===== src/rtl/pipelined_cla_adder16_if.sv =====
// Handshake and data bundle for the pipelined 16-bit carry-lookahead adder.
// The operand side (in_*, a, b, cin) and the result side (out_*, sum,
// cout, ovf) share one interface. The master is the operand source and
// result consumer. The slave is the adder itself.
interface pipelined_cla_adder16_if;
    logic        in_valid;
    logic        in_ready;
    logic [15:0] a;
    logic [15:0] b;
    logic        cin;
    logic        out_valid;
    logic        out_ready;
    logic [15:0] sum;
    logic        cout;
    logic        ovf;

    modport master (
        output in_valid,
        output a,
        output b,
        output cin,
        output out_ready,
        input  in_ready,
        input  out_valid,
        input  sum,
        input  cout,
        input  ovf
    );

    modport slave (
        input  in_valid,
        input  a,
        input  b,
        input  cin,
        input  out_ready,
        output in_ready,
        output out_valid,
        output sum,
        output cout,
        output ovf
    );
endinterface


===== src/rtl/pipelined_cla_adder16.sv =====
// Two-stage pipelined 16-bit carry-lookahead adder.
// Stage 1 registers per-bit propagate/generate terms and the carry-in.
// Stage 2 resolves the carries through a two-level 4-bit lookahead tree,
// then registers sum, carry-out and signed overflow.
// Valid/ready handshakes on both sides give a capacity of two
// transactions in flight.

// 4-bit lookahead carry unit. It produces the carries out of each bit
// position from the incoming carry, plus the group propagate and group
// generate terms that the next level of the tree uses.
module ClaLookahead4 (
    input  logic [3:0] p_i,
    input  logic [3:0] g_i,
    input  logic       c_i,
    output logic [3:0] c_o,
    output logic       pg_o,
    output logic       gg_o
);

    // Flattened lookahead equations: every carry comes straight from p/g and c_i.
    always_comb begin
        c_o[0] = g_i[0]
               | (p_i[0] & c_i);
        c_o[1] = g_i[1]
               | (p_i[1] & g_i[0])
               | (p_i[1] & p_i[0] & c_i);
        c_o[2] = g_i[2]
               | (p_i[2] & g_i[1])
               | (p_i[2] & p_i[1] & g_i[0])
               | (p_i[2] & p_i[1] & p_i[0] & c_i);
        c_o[3] = g_i[3]
               | (p_i[3] & g_i[2])
               | (p_i[3] & p_i[2] & g_i[1])
               | (p_i[3] & p_i[2] & p_i[1] & g_i[0])
               | (p_i[3] & p_i[2] & p_i[1] & p_i[0] & c_i);
        pg_o   = &p_i;
        gg_o   = g_i[3]
               | (p_i[3] & g_i[2])
               | (p_i[3] & p_i[2] & g_i[1])
               | (p_i[3] & p_i[2] & p_i[1] & g_i[0]);
    end

endmodule

module pipelined_cla_adder16 (
    input  logic                          clk,
    input  logic                          rst_n,
    pipelined_cla_adder16_if.slave        bus
);

    // Stage 1 state: per-bit propagate/generate, carry-in, occupancy
    logic [15:0] pBits_q,  pBits_d;
    logic [15:0] gBits_q,  gBits_d;
    logic        cin_q,    cin_d;
    logic        s1Valid_q, s1Valid_d;

    // Stage 2 state: registered result and occupancy
    logic [15:0] sum_q,    sum_d;
    logic        cout_q,   cout_d;
    logic        ovf_q,    ovf_d;
    logic        outValid_q, outValid_d;

    // Handshake decode
    logic        s2Adv;
    logic        s1Move;
    logic        inReady;
    logic        inXfer;

    // Lookahead tree wiring
    logic [3:0]  grpP;
    logic [3:0]  grpG;
    logic [3:0]  grpCarry;
    logic [3:0]  groupCin;
    logic [3:0]  bitCarry [4];
    logic        unusedTopP;
    logic        unusedTopG;
    logic [16:0] carry;
    logic [15:0] sumNext;
    logic        coutNext;
    logic        ovfNext;

    // Stage 2 advances whenever it is empty or its result is being taken.
    // Stage 1 may accept when it is empty or is about to move forward.
    always_comb begin
        s2Adv   = !outValid_q | bus.out_ready;
        s1Move  = s1Valid_q & s2Adv;
        inReady = !s1Valid_q | s2Adv;
        inXfer  = bus.in_valid & inReady;
    end

    // First level: one lookahead unit per 4-bit group. Each gets its group carry-in.
    for (genvar k = 0; k < 4; k++) begin : gGroup
        ClaLookahead4 uGroup (
            .p_i  (pBits_q[4*k +: 4]),
            .g_i  (gBits_q[4*k +: 4]),
            .c_i  (groupCin[k]),
            .c_o  (bitCarry[k]),
            .pg_o (grpP[k]),
            .gg_o (grpG[k])
        );
    end

    // Second level: turns group propagate/generate into c4, c8, c12, c16.
    ClaLookahead4 uTop (
        .p_i  (grpP),
        .g_i  (grpG),
        .c_i  (cin_q),
        .c_o  (grpCarry),
        .pg_o (unusedTopP),
        .gg_o (unusedTopG)
    );

    assign groupCin = {grpCarry[2:0], cin_q};

    // Assemble the bit-carry vector, then form sum, carry-out and overflow.
    always_comb begin
        carry[0] = cin_q;
        for (int k = 0; k < 4; k++) begin
            carry[4*k+1 +: 4] = bitCarry[k];
        end
        sumNext  = pBits_q ^ carry[15:0];
        coutNext = grpCarry[3];
        ovfNext  = carry[15] ^ carry[16];
    end

    // Stage 1 next state: capture on input transfer, otherwise empty when moving on.
    always_comb begin
        pBits_d   = pBits_q;
        gBits_d   = gBits_q;
        cin_d     = cin_q;
        s1Valid_d = s1Valid_q;
        if (inXfer) begin
            pBits_d   = bus.a ^ bus.b;
            gBits_d   = bus.a & bus.b;
            cin_d     = bus.cin;
            s1Valid_d = 1'b1;
        end else if (s1Move) begin
            s1Valid_d = 1'b0;
        end
    end

    // Stage 2 next state: load from stage 1, or drain when the consumer takes the result.
    always_comb begin
        sum_d      = sum_q;
        cout_d     = cout_q;
        ovf_d      = ovf_q;
        outValid_d = outValid_q;
        if (s1Move) begin
            sum_d      = sumNext;
            cout_d     = coutNext;
            ovf_d      = ovfNext;
            outValid_d = 1'b1;
        end else if (s2Adv) begin
            outValid_d = 1'b0;
        end
    end

    // Pipeline registers. Reset empties both stages immediately, without a clock edge.
    always_ff @(posedge clk or negedge rst_n) begin
        if (!rst_n) begin
            pBits_q    <= '0;
            gBits_q    <= '0;
            cin_q      <= 1'b0;
            s1Valid_q  <= 1'b0;
            sum_q      <= '0;
            cout_q     <= 1'b0;
            ovf_q      <= 1'b0;
            outValid_q <= 1'b0;
        end else begin
            pBits_q    <= pBits_d;
            gBits_q    <= gBits_d;
            cin_q      <= cin_d;
            s1Valid_q  <= s1Valid_d;
            sum_q      <= sum_d;
            cout_q     <= cout_d;
            ovf_q      <= ovf_d;
            outValid_q <= outValid_d;
        end
    end

    assign bus.in_ready  = inReady;
    assign bus.out_valid = outValid_q;
    assign bus.sum       = sum_q;
    assign bus.cout      = cout_q;
    assign bus.ovf       = ovf_q;

endmodule


===== src/flat_wrapper.sv =====
// flat-port wrapper written by rule: the top's interface ports become plain ports
module pipelined_cla_adder16_flat 
  (clk, rst_n, bus_in_valid, bus_a, bus_b, bus_cin, bus_out_ready, bus_in_ready, bus_out_valid, bus_sum, bus_cout, bus_ovf);
  pipelined_cla_adder16_if bus_i ();
  input  logic clk;
  input  logic rst_n;
  input wire logic [$bits(bus_i.in_valid)-1:0] bus_in_valid;
  input wire logic [$bits(bus_i.a)-1:0] bus_a;
  input wire logic [$bits(bus_i.b)-1:0] bus_b;
  input wire logic [$bits(bus_i.cin)-1:0] bus_cin;
  input wire logic [$bits(bus_i.out_ready)-1:0] bus_out_ready;
  output wire logic [$bits(bus_i.in_ready)-1:0] bus_in_ready;
  output wire logic [$bits(bus_i.out_valid)-1:0] bus_out_valid;
  output wire logic [$bits(bus_i.sum)-1:0] bus_sum;
  output wire logic [$bits(bus_i.cout)-1:0] bus_cout;
  output wire logic [$bits(bus_i.ovf)-1:0] bus_ovf;
  assign bus_i.in_valid = bus_in_valid;
  assign bus_i.a = bus_a;
  assign bus_i.b = bus_b;
  assign bus_i.cin = bus_cin;
  assign bus_i.out_ready = bus_out_ready;
  assign bus_in_ready = bus_i.in_ready;
  assign bus_out_valid = bus_i.out_valid;
  assign bus_sum = bus_i.sum;
  assign bus_cout = bus_i.cout;
  assign bus_ovf = bus_i.ovf;
  pipelined_cla_adder16 u_core (.clk(clk), .rst_n(rst_n), .bus(bus_i));
endmodule

===== config.mk =====
export PLATFORM = sky130hd
export DESIGN_NAME = pipelined_cla_adder16_flat
export DESIGN_NICKNAME = d
export VERILOG_FILES = /design/src/rtl/pipelined_cla_adder16_if.sv /design/src/rtl/pipelined_cla_adder16.sv /design/src/flat_wrapper.sv
export SDC_FILE = /design/constraint.sdc
export NUM_CORES = 1
export LEC_CHECK = 0
export BUFFER_PORTS_ARGS = -buffer_cell sky130_fd_sc_hd__buf_2
export CORE_AREA = 2 2 80 82
export DETAILED_ROUTE_END_ITERATION = 12
export DIE_AREA = 0 0 82 84
export HOLD_SLACK_MARGIN = 0.15
export PLACE_DENSITY = 0.78
export SYNTH_ARGS = -nofsm -noshare
export SYNTH_HDL_FRONTEND = slang
export SYNTH_HIERARCHICAL = 1
export SYNTH_SLANG_ARGS = --single-unit

===== constraint.sdc =====
create_clock -name clk -period 4.45 [get_ports clk]
set_input_delay 0.2225 -clock clk [delete_from_list [all_inputs] [get_ports clk]]
set_output_delay 0.2225 -clock clk [all_outputs]
set_load 0.02 [all_outputs]

==> impl_metrics.yaml <==
global_route:
  grt_pass1_vias: 1779
  overflow: 0
  grt_use_total_pct: 15.19
  grt_pass1_wl_um: 8273
  antenna_found_initial: 0
  grt_max_degree: 54
setup_path:
  cpMostUsedCell: "a21o_1"
  crit_required_ns: 4.62
  criticalPathCategory: "reg2reg"
  path_cells: "a21oi_1, o21ai_0, a21o_1, a21oi_2, inv_2, a21o_1, a21o_1, a21oi_2, inv_2, a21o_1, xnor2_1, a21oi_1"
  worstPathArrival_ns: 2.52
  critPathTopFamily: "compound AO/OA/AOI/OAI gates"
  cpPeakStageDelay_ns: 0.43
  startpoint_type: "flip-flop"
  r2r_start: "u_core/pBits_q[3]"
  worstPathMaxFanout: 5
  endpoint_kind: "flip-flop"
  cp_num_buf_inv: 2
  crit_start: "u_core/pBits_q[3]"
  crit_slowest_cell: "dfrtp_1"
clock_network:
  cts_resized: 0
  cts_tree: "built"
  clock_latency_ns: 0.29
  htreeDepth: 2
  cts_hold_buffers: 1
  root_buffer: "clkbuf_8"
  clkTransAtPathRegs_ns: 0.08
  post_cts_buffers: 0
  cts.sinks: 53
  clock_path_buffers: 2
  numCtsBuffers: 5
floorplanning:
  num_rows: 29
  dieArea_mm2: 0.006888
  start_util_pct: 43.45
  pin_count: 57
  die_x_um: 82
  core_mm2: 0.006096
  die_y_um: 84
power:
  total_power_uw: 1414
  ir_drop_uv: 187.3
  power.density_mw_per_mm2: 465.6
  power.leakage_uw: 0.001433
placement:
  portBuffers: 56
  gp_congestion: 0.7846
  hpwl_um: 3662
  place_ws_ns: 2.123
sta:
  slew_headroom_pct: 51.64
  maxSlewViolCount: 0
  fin_setup_tns_ns: 0
  fin_crit_sh_pct: 52.85
  final-setup-viol-count: 0
  fin_worst_skew_ns: 0.004228
  max_clock_freq_mhz: 425.2
  setup_ws_ns: 2.098
  final_hold_viol_count: 0
  whs_ns: 0.1590
  worst_slew_pin_slew_ns: 0.7229
  fin_crit_ns: 2.352
  grt_setup_unrepaired: "no"
drt:
  drt-initial-drc-count: 70
  dr_wl_met2_um: 2315
  drc: 0
  ant_nets: 0
  routed_wl_um: 4749
  topRoutingLayerUsed: "met4"
  wire_per_inst_um: 13.57
  viasPerCell: 5.074
  vias: 1776
  met3_length_um: 217
  wl_met1_um: 2175
  first_pass_iters: 4
finish:
  area_growth_pct: 14.69
  layout_commonest_cell: "buf_2"
  layout-drive-gt1-share_pct: 39.93
  final_util_pct: 49.84
  most-common-layout-cells: "buf_2, dfrtp_1, a21oi_1"
  nets: 325
  num_antenna_cells: 0
  fillCellCount: 575
synth:
  yosysWarnings: 6
  syn-mean-instance-area_um2: 12.26
  netlist_area_mm2: 0.002649
  synth_cells: 216
  synth.net_count: 269
worst_hold_path:
  min_from: "bus_cin"
  hp-class: "in2reg"
run_status:
  status: "completed"
job:
  max-cap-violations: 0
==> final timing paths <==
kind / endpoint / slack [ns] / cells past startpoint
max reg2reg: u_core/bus.sum[15] / 2.10 / 12
max: u_core/bus.sum[15] / 2.10 / 12
max in group asynchronous: u_core/bus.sum[10] / 3.45 / 3
min reg2reg: u_core/bus.cout / 0.51 / 1
min: u_core/cin_q / 0.16 / 2
min in group asynchronous: u_core/gBits_q[1] / 0.58 / 3
==> per-stage QoR <==
step / cells / area, um^2
final: 350 / 3038
after global routing: 350 / 3038
after CTS: 350 / 3038
after detailed placement: 341 / 2948
after global placement: 341 / 2948
after floorplan: 216 / 2649
==> worst reg2reg max path, cell delays in order, from the launching register on <==
cell,delay (ns)
dfrtp_1,0.43
a21oi_1,0.21
o21ai_0,0.12
a21o_1,0.19
a21oi_2,0.19
inv_2,0.05
a21o_1,0.17
a21o_1,0.20
a21oi_2,0.17
inv_2,0.06
a21o_1,0.20
xnor2_1,0.15
a21oi_1,0.08
==> registers in the layout, summed over array words and instances (netlist names) <==
| register | count |
|---|---|
| u_core/bus.cout | 1 |
| u_core/bus.out_valid | 1 |
| u_core/bus.ovf | 1 |
| u_core/bus.sum | 16 |
| u_core/cin_q | 1 |
| u_core/gBits_q | 16 |
| u_core/pBits_q | 16 |
| u_core/s1Valid_q | 1 |
==> layout make-up <==
type | instances | area (um^2) | share of cell area [%]
sequential | 53 | 1326 | 43.66
multi-input combinational | 149 | 1219 | 40.12
timing repair buffer | 58 | 297.8 | 9.802
tap | 77 | 96.34 | 3.171
clock buffer | 8 | 80.08 | 2.636
inverter | 5 | 18.77 | 0.6178
==> where the power goes <==
part           leakage (uW)  internal, uW  switching [uW]
Sequential         0.000626           594            97.4
Clock             0.0000395           112             135
Combinational      0.000768           217             259
Total               0.00143           923             492
==> per-layer routing <==
metal / up-vias / global-route usage [%]
li1: 885 / -
met1: 849 / 21.85
met2: 40 / 23.58
met3: 2 / 2.597
met4: 0 / 4.091
met5: - / 0
Power figures use the tool's default switching activity.
